## config.mk

```make
export PLATFORM = sky130hd
export DESIGN_NAME = dpram_word_writer
export DESIGN_NICKNAME = d
export VERILOG_FILES = /design/src/rtl/dpram_word_writer_pkg.sv /design/src/rtl/dpram_word_writer.sv
export SDC_FILE = /design/constraint.sdc
export NUM_CORES = 1
export LEC_CHECK = 0
export CORE_ASPECT_RATIO = 1.1
export CORE_MARGIN = 2
export CORE_UTILIZATION = 55
export CTS_CLUSTER_SIZE = 28
export DETAILED_ROUTE_END_ITERATION = 8
export DONT_BUFFER_PORTS = 1
export HOLD_SLACK_MARGIN = 0.05
export PLACE_DENSITY = 0.79
export SYNTH_ARGS = -nofsm -noshare
export SYNTH_HDL_FRONTEND = slang
export SYNTH_SLANG_ARGS = --single-unit
```

## constraint.sdc

```tcl
create_clock -name clk_i -period 1.8 [get_ports clk_i]
set_clock_uncertainty 0.15 [all_clocks]
set_input_delay 0.18 -clock clk_i [delete_from_list [all_inputs] [get_ports clk_i]]
set_output_delay 0.18 -clock clk_i [all_outputs]
set_load 0.05 [all_outputs]
```

## src/rtl/dpram_word_writer_pkg.sv

```systemverilog
// Shared types for the double-width word writer.
package dpram_word_writer_pkg;

  typedef enum logic {
    StHi,
    StLo
  } state_e;

endpackage

```

## src/rtl/dpram_word_writer.sv

```systemverilog
// Splits double-width input words into two single-width RAM writes, high half first,
// so that a double-width read at the word address returns the word unchanged.
module dpram_word_writer
  import dpram_word_writer_pkg::*;
#(
  parameter int unsigned AddrWidth = 10,
  parameter int unsigned DataWidth = 8
) (
  input  logic                   clk_i,
  input  logic                   rst_i,
  input  logic                   addr_load_i,
  input  logic [AddrWidth-1:0]   addr_i,
  input  logic                   in_valid_i,
  output logic                   in_ready_o,
  input  logic [2*DataWidth-1:0] in_data_i,
  output logic                   wren_a_o,
  output logic [AddrWidth-1:0]   address_a_o,
  output logic [DataWidth-1:0]   data_a_o,
  output logic                   busy_o
);

  state_e                 state_q;
  logic [AddrWidth-1:0]   ptr_q;
  logic [2*DataWidth-1:0] hold_data_q;
  logic                   hold_valid_q;
  logic                   accept;

  // The holding register frees up on the low-half edge, so a new word can land there.
  assign in_ready_o = !rst_i && (!hold_valid_q || (state_q == StLo));
  assign accept     = in_valid_i && in_ready_o;
  assign busy_o     = hold_valid_q || (state_q == StLo);

  always_ff @(posedge clk_i or posedge rst_i) begin
    if (rst_i) begin
      state_q      <= StHi;
      ptr_q        <= '0;
      hold_data_q  <= '0;
      hold_valid_q <= 1'b0;
      wren_a_o     <= 1'b0;
      address_a_o  <= '0;
      data_a_o     <= '0;
    end else begin
      if (accept) begin
        hold_data_q  <= in_data_i;
        hold_valid_q <= 1'b1;
      end

      unique case (state_q)
        StHi: begin
          if (hold_valid_q) begin
            wren_a_o    <= 1'b1;
            address_a_o <= ptr_q;
            data_a_o    <= hold_data_q[2*DataWidth-1 -: DataWidth];
            ptr_q       <= ptr_q + AddrWidth'(2);
            state_q     <= StLo;
          end else begin
            wren_a_o <= 1'b0;
          end
        end
        StLo: begin
          wren_a_o    <= 1'b1;
          address_a_o <= address_a_o + AddrWidth'(1);
          data_a_o    <= hold_data_q[DataWidth-1:0];
          state_q     <= StHi;
          if (!accept) begin
            hold_valid_q <= 1'b0;
          end
        end
        default: state_q <= StHi;
      endcase

      // A load wins over the increment; the write issued this edge already used the old ptr.
      if (addr_load_i) begin
        ptr_q <= addr_i;
      end
    end
  end

endmodule

```

==> Word level (Yosys, flattened, before mapping) <==
Cells that the tools add are included.
{ "op_classes": {"shifts": 0, "add_sub_neg": 2, "reduce_logical": 8, "bitwise_logic": 1, "div_mod_pow": 0, "order_cmp": 0, "eq_ne": 2, "muxes": 13, "mul": 0} }
{ "op_table": {"columns": ["cell", "count"], "rows": [
  ["$mux W10", 4],
  ["$pmux W10 S2", 1],
  ["$pmux W8 S2", 1],
  ["$add A10 B1 Y10 const B", 1],
  ["$add A10 B2 Y10 const B", 1],
  ["$mux W8", 1],
  ["$mux W1", 4],
  ["$ne A2 B2 Y1 const B", 2],
  ["$pmux W1 S2", 2],
  ["$logic_and A1 B1 Y1", 2],
  ["$logic_not A1 Y1", 2],
  ["$logic_or A1 B1 Y1", 2],
  ["$reduce_and A2 Y1", 1],
  ["$reduce_bool A2 Y1", 1],
  ["$not A1 Y1", 1]
]} }
{ "totals": {"mem_bits_ro": 0, "mem_count": 0, "latchBits": 0, "register_bits": 47, "elab_cells": 33, "mem_bits_rw": 0, "input_bits": 30} }

==> Longest topological paths before layout <==
Gate-level depths: netlist of the first run.
{ "depth": {"ltp_word": 7, "depth_mapped": 8} }

==> Worst setup path after synthesis of the first run <==
No wires, ideal clock.
{ "synth_timing": {"path_kind": "register to register", "from": "register hold_valid_q", "to": "register hold_data_q[0]", "t_required_ns": 1.525, "slack_ns": -0.563, "stages_incl_launch_ff": 8, "path_buffers": 2, "arrival_ns": 2.088, "cell_sequence": "dfrtp_1 > nand2_2 > inv_2 > nor2_1 > and2_1 > buf_6 > buf_6 > mux2_4"} }
{ "synth_between": {"elab_chain_len": 4} }
{ "synth_lines": {"columns": ["item", "line_no", "rtl"], "rows": [
  ["start: declaration", "dpram_word_writer.sv:25", "logic hold_valid_q;"],
  ["start signal: assignment", "dpram_word_writer.sv:38", "hold_valid_q <= 1'b0;"],
  ["start signal: assignment", "dpram_word_writer.sv:45", "hold_valid_q <= 1'b1;"],
  ["start signal: assignment", "dpram_word_writer.sv:66", "hold_valid_q <= 1'b0;"],
  ["$logic_not A1 Y1", "dpram_word_writer.sv:29", "assign in_ready_o = !rst_i && (!hold_valid_q || (state_q == StLo));"],
  ["$logic_or A1 B1 Y1", "dpram_word_writer.sv:29", null],
  ["$logic_and A1 B1 Y1", "dpram_word_writer.sv:29", null],
  ["net in_ready_o", "dpram_word_writer.sv:14", "output logic in_ready_o,"],
  ["$logic_and A1 B1 Y1", "dpram_word_writer.sv:30", "assign accept = in_valid_i && in_ready_o;"],
  ["end signal: assignment", "dpram_word_writer.sv:44", "hold_data_q <= in_data_i;"],
  ["end: declaration", "dpram_word_writer.sv:24", "logic [2*DataWidth-1:0] hold_data_q;"]
]} }
The timed path passes the listed nets, and every way through them passes these cells.
A chain may end at the register's enable or synchronous reset.

==> Worst setup path in the final report of the first run <==
{ "layout_timing": {"from": "register state_q", "to": "register ptr_q[8]"} }
{ "layout_between": {"elab_chain_len": 2} }
{ "layout_lines": {"columns": ["item", "line_no", "rtl"], "rows": [
  ["start: declaration", "dpram_word_writer.sv:22", "state_e state_q;"],
  ["start signal: assignment", "dpram_word_writer.sv:35", "state_q <= StHi;"],
  ["start signal: assignment", "dpram_word_writer.sv:55", "state_q <= StLo;"],
  ["start signal: assignment", "dpram_word_writer.sv:64", "state_q <= StHi;"],
  ["$ne A2 B2 Y1 (no source line)", null, null],
  ["$reduce_and A2 Y1 (no source line)", null, null],
  ["end signal: assignment", "dpram_word_writer.sv:54", "ptr_q <= ptr_q + AddrWidth'(2);"],
  ["end signal: assignment", "dpram_word_writer.sv:74", "ptr_q <= addr_i;"],
  ["end: declaration", "dpram_word_writer.sv:23", "logic [AddrWidth-1:0] ptr_q;"]
]} }
No other way between the ends.

==> flow_summary.ini, run 1 <==
[detailed_routing]
via_per_inst = 5.65
ant_nets = 0
routedWlPerCell_um = 16.9
drcViolationCount = 0
drt_iter0_markers = 125
vias = 1634
routed_wirelength_um = 4900
first_pass_iters = 4

[sta]
fin_setup_tns_ns = 0
hold_slack_ns = 0.183
timing.slew.headroom = 0.650
postLayoutSetupSlackWorst_ns = 0.0895
hold_viol_final = 0
fin_crit_ns = 1.71
worst_pin_slew_ns = 0.524
drv_slew = 0
fmax_mhz = 585
final-setup-viol-count = 0
fin_crit_sh = 0.950

[power_and_ir_drop]
power_leakage_nw = 1.17
switching_power_mw = 2.35
p_per_area_nw_per_um2 = 1880
pwr-share-seq = 0.367
ir_worst_vdd_mv = 0.921
clkPwrFrac = 0.117
intPower_mw = 2.73
combPwrFrac = 0.516
p_sw_frac = 0.463
power_mw = 5.08

[global_routing]
grt.overflow.total = 0
grt_pass1_vias = 1748
track_usage = 0.253
grt_pass1_wl_um = 8600
antenna_found_initial = 0
grt_max_degree = 30

[die]
die_h_um = 69.4
die_area_um2 = 4400
core_area_um2 = 3680
start_util = 0.580
die_w_um = 63.4
num_io_pins = 51
rows = 23

[yosys]
synth_commonest_cells = dfrtp_1 (47), nand2_1 (23), o21ai_0 (20)
yosys-top-cells-area = dfrtp_1 (55%), mux2_4 (6.3%), mux2i_1 (4.7%)
synth_xor_area_frac = 0.0369
synth_cell_types = 32
synth_ff_type = dfrtp_1
avgSynthCellArea_um2 = 11.2
synth_edf_count = 0
netlist.area_leader.share = 0.551
yosys.area_share.adder = 0.0117
synth-simple-area-share = 0.128
synth_warnings = 0
synth_top_area_cell = dfrtp_1
synth_area_um2 = 2140
syn_inst = 190
yosysMostFrequentCell = dfrtp_1
ys_ff_latch = 47
syn-num-nets = 222
ys_async_sr_fraction = 1.00
synth_top_family_by_area = multiplexers
yosysSeqAreaShare = 0.551
synth_compound_area_frac = 0.0890
synthMuxAreaShare = 0.152

[clock_network]
cts_buffer_depth = 2
cts_sinks = 47
insertion_delay_ns = 0.30
path_clk_slew_ns = 0.08
post_cts_buffers = 0
cts_buffers = 5
h-tree-depth = 2
cts_tree = built
cts_root_buf = clkbuf_8

[run_status]
status = finished clean

[worst_hold_path]
min_path_cells = 2
hold_path_class = in -> reg

[setup_path]
crit_required_ns = 1.85
critical_path_class = reg -> reg
startpoint_type = register
endpoint_kind = register
crit_fanout = 29
arrival_ns = 1.76
reg2regPathDepth = 5

[placement]
hpwl_um = 3300
place_congestion = 0.901
pre_cts_slack_ns = 0.133
portBuffers = 0

[finish]
drive_gt1_frac = 0.230
finish.utilization = 0.734
area_delta_synth_final_pct = 26.5
final_nets = 272
diodes = 0

[run]
drv_cap = 0
-- cell type report --
class / count / area [um^2]
Sequential cell: 47 / 1180
Inverter: 4 / 15.0
Clock buffer: 5 / 68.8
Clock inverter: 1 / 7.51
Multi-Input combinational cell: 130 / 912
Tap cell: 50 / 62.6
Fill cell: 265 / 981
Timing Repair Buffer: 52 / 460
-- kinds of logic after synthesis --
group                    after synthesis
AND/OR/NAND/NOR                       59
flip-flops                            47
AO/OA/AOI/OAI                         33
multiplexers                          27
buffers and inverters                 13
XOR/XNOR                               9
adder cells (fa/ha/maj)                2
-- critical path: stages (launching register included) --
cell and delay (ns):
dfrtp_1 0.38, buf_4 0.22, and4b_1 0.35, nand3_1 0.11, xor2_1 0.15, o21ai_0 0.23
-- flip-flops by register name, summed over array words and instances (netlist names) --
name          cells
address_a_o      10
data_a_o          8
hold_data_q      16
hold_valid_q      1
ptr_q            10
state_q           1
wren_a_o          1
-- routing by layer --
metal | up-vias | track usage | share of wire
met5 | - | 0 | 0
met4 | 0 | 0.0918 | 0.016
met3 | 8 | 0.0731 | 0.062
met2 | 61 | 0.419 | 0.53
met1 | 800 | 0.315 | 0.39
li1 | 765 | - | -
-- per-stage QoR --
stage               instance area [um^2]  cells
global placement                    2340    255
floorplan                           2150    190
global route                        2700    289
detailed placement                  2340    255
CTS                                 2690    289
finish                              2700    289
-- repair_timing --
item | CTS | global route
hold buffers | 28 | 0
hold endpoints to repair | 49 | 0
gates resized for setup | 0 | 2
endpoints found under the setup margin | 0 | 2
-- cells in the final DEF (no fill, tap or decap), types with 2 or more instances in the layout --
| master | instances |
|---|---|
| dfrtp_1 | 47 |
| dlygate4sd3_1 | 28 |
| buf_4 | 24 |
| nand2_1 | 23 |
| o21ai_0 | 20 |
| mux2i_1 | 10 |
| nor2_1 | 9 |
| mux2_4 | 9 |
| xor2_1 | 8 |
| mux2_2 | 8 |
| nand3_1 | 7 |
| nor3_1 | 6 |
| clkbuf_8 | 5 |
| a211oi_1 | 4 |
| a21oi_1 | 4 |
| nand4_1 | 3 |
| a311oi_1 | 3 |
| inv_1 | 2 |
| inv_2 | 2 |
| ha_1 | 2 |
-- power groups by stage --
stage,Clock (mW),Sequential [mW],Combinational (mW)
global route,0.661,1.92,2.82
detailed placement,0,1.87,2.54
CTS,0.598,1.85,2.60
finish,0.592,1.86,2.62
floorplan,0,2.56,1.16
global placement,0,1.83,2.45
-- path summary, 6_finish.rpt --
path                           startpoint             end  slack, ns
max                               state_q        ptr_q[8]       0.09
min in group asynchronous           rst_i        ptr_q[3]       0.21
max reg2reg                       state_q        ptr_q[8]       0.09
min                            in_valid_i  hold_data_q[7]       0.18
min reg2reg                address_a_o[9]  address_a_o[9]       0.33
max in group asynchronous           rst_i  hold_data_q[3]       0.60
No activity file was read; power rests on OpenSTA's default activity.
==> run 2, diff against run 1 <==
--- a/config.mk
+++ b/config.mk
@@ -5,7 +5,6 @@
 export SDC_FILE = /design/constraint.sdc
 export NUM_CORES = 1
 export LEC_CHECK = 0
-export CORE_ASPECT_RATIO = 1.1
 export CORE_MARGIN = 2
 export CORE_UTILIZATION = 55
 export CTS_CLUSTER_SIZE = 28
==> constraint.sdc (replaced) <==
create_clock -name clk_i -period 1.9 [get_ports clk_i]
set_clock_uncertainty 0.15 [all_clocks]
set_input_delay 0.19 -clock clk_i [delete_from_list [all_inputs] [get_ports clk_i]]
set_output_delay 0.19 -clock clk_i [all_outputs]
set_load 0.05 [all_outputs]
==> flow_summary.ini, run 2 (synthesis gave the netlist of run 1 again) <==
[power_and_ir_drop]
pwr-share-seq = 0.451
clkPwrFrac = 0.133
ir_worst_vdd_mv = 1.02
intPower_mw = 2.48
p_per_area_nw_per_um2 = 1780
p_sw_frac = 0.473
combPwrFrac = 0.416
switching_power_mw = 2.23
power_leakage_nw = 1.14

[die]
die_h_um = 66.3
num_io_pins = 51
rows = 22
core_area_um2 = 3690
die_w_um = 66.3
die_area_um2 = 4400
start_util = 0.579

[setup_path]
slowest_delay_ns = 0.38
path_cells = buf_4 -> nor2_2 -> inv_1 -> buf_4
arrival_ns = 1.39
critPathSlowestCell = dfrtp_1
critical_path_class = reg -> out
endpoint_kind = primary output
crit_top_cell = buf_4
crit_required_ns = 1.56
crit_fanout = 29
startpoint_type = register

[sta]
postLayoutSetupSlackWorst_ns = 0.173
drv_slew = 0
rsz0062_at_grt = false
fin_crit_sh = 0.909
timing.slew.headroom = 0.660
worst_pin_slew_ns = 0.509
hold_viol_final = 0
fmax_mhz = 579
final-setup-viol-count = 0
fin_crit_ns = 1.73

[placement]
portBuffers = 0
place_congestion = 0.897
hpwl_um = 3190
pre_cts_slack_ns = 0.227
dpl.cell_count = 245

[global_routing]
grt_pass1_vias = 1692
grt_pass1_wl_um = 7910
grt_max_degree = 30
grt.overflow.total = 0
track_usage = 0.244
antenna_found_initial = 0

[clock_network]
cts_root_buf = clkbuf_8
cts_buffers = 5
cts_tree = built
h-tree-depth = 2
insertion_delay_ns = 0.31
path_clk_slew_ns = 0.09
post_cts_buffers = 0
cts_buffer_depth = 2
cts_sinks = 47

[finish]
layout_common_cells = dfrtp_1 (47), dlygate4sd3_1 (28), nand2_1 (23), o21ai_0 (20), buf_4 (16)
area_delta_synth_final_pct = 24.1
regMostFlops = hold_data_q
drive_gt1_frac = 0.206
finish.utilization = 0.719
final_nets = 264
largest_reg_flops = 16
stdcell_count = 281
diodes = 0
reg_top3 = hold_data_q: 16 flops, address_a_o: 10 flops, ptr_q: 10 flops
mostFrequentLayoutCell = dfrtp_1
fillers = 271

[detailed_routing]
ant_nets = 0
vias = 1607
via_per_inst = 5.72
drt_iter0_markers = 136
first_pass_iters = 4
routed_wirelength_um = 4690
drcViolationCount = 0
routedWlPerCell_um = 16.7

[run]
drv_cap = 0

[run_status]
status = finished clean

[worst_hold_path]
hold_path_class = in -> reg
run 2: changes by cell type in the layout (fill, tap and decap cells not counted), sizes merged:
| cell | previous run | this run |
|---|---|---|
| buf | 24 | 16 |
| inv | 4 | 6 |
run 2: layout make-up:
cell class	count	area, um^2	share of cell area
Sequential cell	47	1180	0.444
Tap cell	48	60.1	0.0227
Multi-Input combinational cell	130	906	0.342
Timing Repair Buffer	44	400	0.151
Clock inverter	3	25.0	0.00944
Clock buffer	5	68.8	0.0260
Inverter	4	15.0	0.00566
run 2: what timing repair did:
| item | CTS | global route |
|---|---|---|
| setup endpoints to repair | 0 | 1 |
| endpoints found under the hold margin | 48 | 0 |
| gates resized for setup | 0 | 1 |
| hold buffers | 28 | 0 |
run 2: power groups by stage:
stage / sequential (mW) / combinational, mW / clock, mW
2_1_floorplan: 2.42 / 1.10 / 0
3_3_place_gp: 2.10 / 1.81 / 0
3_5_place_dp: 2.13 / 1.89 / 0
4_1_cts: 2.12 / 1.95 / 0.642
5_1_grt: 2.18 / 2.12 / 0.677
6_report: 2.13 / 1.96 / 0.626
run 2: path summary, 6_finish.rpt:
kind	cells past startpoint	slack (ns)	end	from
worst max-delay path	4	0.17	busy_o	state_q
worst min-delay path	2	0.19	hold_data_q[4]	in_valid_i
worst min register to register	2	0.35	data_a_o[0]	hold_data_q[0]
max in group asynchronous	3	0.83	data_a_o[6]	rst_i
worst max register to register	5	0.21	hold_data_q[10]	hold_valid_q
min in group asynchronous	2	0.21	ptr_q[2]	rst_i
run 2: worst max-delay path: cells and delay by family (launching register included):
| family | cells | cell delay [ns] |
|---|---|---|
| simple gates | 1 | 0.18 |
| flops | 1 | 0.38 |
| buf+inv | 3 | 0.52 |
run 2: per-layer routing:
metal	global-route usage	vias up	wire (um)
li1	-	750	-
met1	0.283	781	1950
met2	0.409	62	2290
met3	0.0852	14	328
met4	0.102	0	124
met5	0	-	0
run 2: stage by stage:
step	power, mW	setup TNS (ns)	hold WS, ns	area [um^2]
after floorplan	3.52	-0.140	0.157	2150
after global placement	3.92	0	-0.0318	2270
after detailed placement	4.02	0	-0.0157	2270
after CTS	4.71	0	0.177	2650
after global routing	4.98	0	0.186	2650
final	4.71	0	0.186	2650
==> run 3, diff against run 2 <==
--- a/config.mk
+++ b/config.mk
@@ -6,12 +6,12 @@
 export NUM_CORES = 1
 export LEC_CHECK = 0
 export CORE_MARGIN = 2
-export CORE_UTILIZATION = 55
+export CORE_UTILIZATION = 49
 export CTS_CLUSTER_SIZE = 28
 export DETAILED_ROUTE_END_ITERATION = 8
 export DONT_BUFFER_PORTS = 1
 export HOLD_SLACK_MARGIN = 0.05
-export PLACE_DENSITY = 0.79
+export PLACE_DENSITY = 0.73
 export SYNTH_ARGS = -nofsm -noshare
 export SYNTH_HDL_FRONTEND = slang
 export SYNTH_SLANG_ARGS = --single-unit
==> flow_summary.ini, run 3 (synthesis gave the netlist of run 1 again) <==
[run_status]
status = finished clean

[sta]
hold_viol_final = 0
fin_crit_sh = 0.917
postLayoutSetupSlackWorst_ns = 0.158
fin_crit_ns = 1.74
final-setup-viol-count = 0
worst_pin_slew_ns = 0.547
drv_slew = 0
rsz0062_at_grt = false
fin_setup_tns_ns = 0
fmax_mhz = 574
timing.slew.headroom = 0.634

[setup_path]
endpoint_kind = primary output
startpoint_type = register
crit_fanout = 29
crit_required_ns = 1.56
critical_path_class = reg -> out
arrival_ns = 1.40

[global_routing]
grt.overflow.total = 0
antenna_found_initial = 0
grt_max_degree = 30
track_usage = 0.187
grt_pass1_wl_um = 7230
grt_pass1_vias = 1516

[die]
start_util = 0.501
num_io_pins = 51
die_area_um2 = 4900
die_h_um = 70.0
die_w_um = 70.0
rows = 24
core_area_um2 = 4260

[finish]
seq_area_um2 = 1180
final_nets = 265
mostFrequentLayoutCell = dfrtp_1
diodes = 0
regMostFlops = hold_data_q
area_delta_synth_final_pct = 24.9
largest_reg_flops = 16
reg_top3 = hold_data_q: 16 flops, address_a_o: 10 flops, ptr_q: 10 flops
multi_input_area_um2 = 903
stdcell_area_um2 = 2670
drive_gt1_frac = 0.201
layout_common_cells = dfrtp_1 (47), dlygate4sd3_1 (28), nand2_1 (23), o21ai_0 (20), buf_4 (17)
fillers = 354
stdcell_count = 286

[detailed_routing]
via_per_inst = 5.34
routed_wirelength_um = 4280
vias = 1526
ant_nets = 0
drcViolationCount = 0
first_pass_iters = 4
routedWlPerCell_um = 14.9
drt_iter0_markers = 87

[clock_network]
cts_buffer_depth = 2
cts_tree = built
cts_hold_buf = 28
path_clk_slew_ns = 0.08
h-tree-depth = 2
cts_buffers = 5
cts-resized-gates = 0
cts_root_buf = clkbuf_8
cts_sinks = 47
insertion_delay_ns = 0.29
post_cts_buffers = 0

[run]
drv_cap = 0

[placement]
place_congestion = 0.804
pre_cts_slack_ns = 0.228
hpwl_um = 2870
place_area_um2 = 2290
portBuffers = 0
dpl.cell_count = 250

[power_and_ir_drop]
p_per_area_nw_per_um2 = 1750
ir_worst_vdd_mv = 0.656
power_leakage_nw = 1.16

[worst_hold_path]
hold_path_class = in -> reg
## run 3: cell type report
cell class	count	area share
Sequential cell	47	0.441
Multi-Input combinational cell	130	0.339
Timing Repair Buffer	45	0.153
Clock buffer	8	0.0375
Tap cell	52	0.0244
Inverter	4	0.00563
## run 3: stage by stage
stage / total power [mW] / hold WS, ns / utilization
detailed placement: 3.99 / -0.0250 / 0.536
finish: 4.68 / 0.208 / 0.626
global route: 4.97 / 0.202 / 0.626
floorplan: 3.52 / 0.157 / -
CTS: 4.70 / 0.206 / 0.626
global placement: 3.94 / -0.0256 / 0.536
## run 3: path summary, 6_finish.rpt
path                           startpoint               to  slack, ns  cells past startpoint
max                               state_q           busy_o       0.16                      4
min                            in_valid_i   hold_data_q[4]       0.21                      2
max reg2reg                  hold_valid_q  hold_data_q[10]       0.23                      5
min reg2reg                hold_data_q[5]      data_a_o[5]       0.34                      2
max in group asynchronous           rst_i   hold_data_q[3]       0.77                      3
min in group asynchronous           rst_i         ptr_q[0]       0.23                      2
## run 3: critical path: stages, from the launching register on
cell and delay (ns):
dfrtp_1 0.38, buf_4 0.22, nor2_1 0.20, inv_1 0.10
buf_4 0.20
## run 3: report_power, final
part	internal (mW)	total [mW]	switching, mW	leakage (nW)
Combinational	0.782	1.93	1.14	0.550
Sequential	1.43	2.10	0.672	0.554
Clock	0.332	0.650	0.317	0.0515
Total	2.54	4.68	2.13	1.16
## run 3: per-layer routing
layer / up-vias / wire [um] / track usage / share of wire
met5: - / 0 / 0 / 0
met4: 0 / 58 / 0.0662 / 0.014
met3: 5 / 269 / 0.0519 / 0.063
met2: 38 / 2010 / 0.278 / 0.47
met1: 733 / 1940 / 0.263 / 0.45
li1: 750 / - / - / -
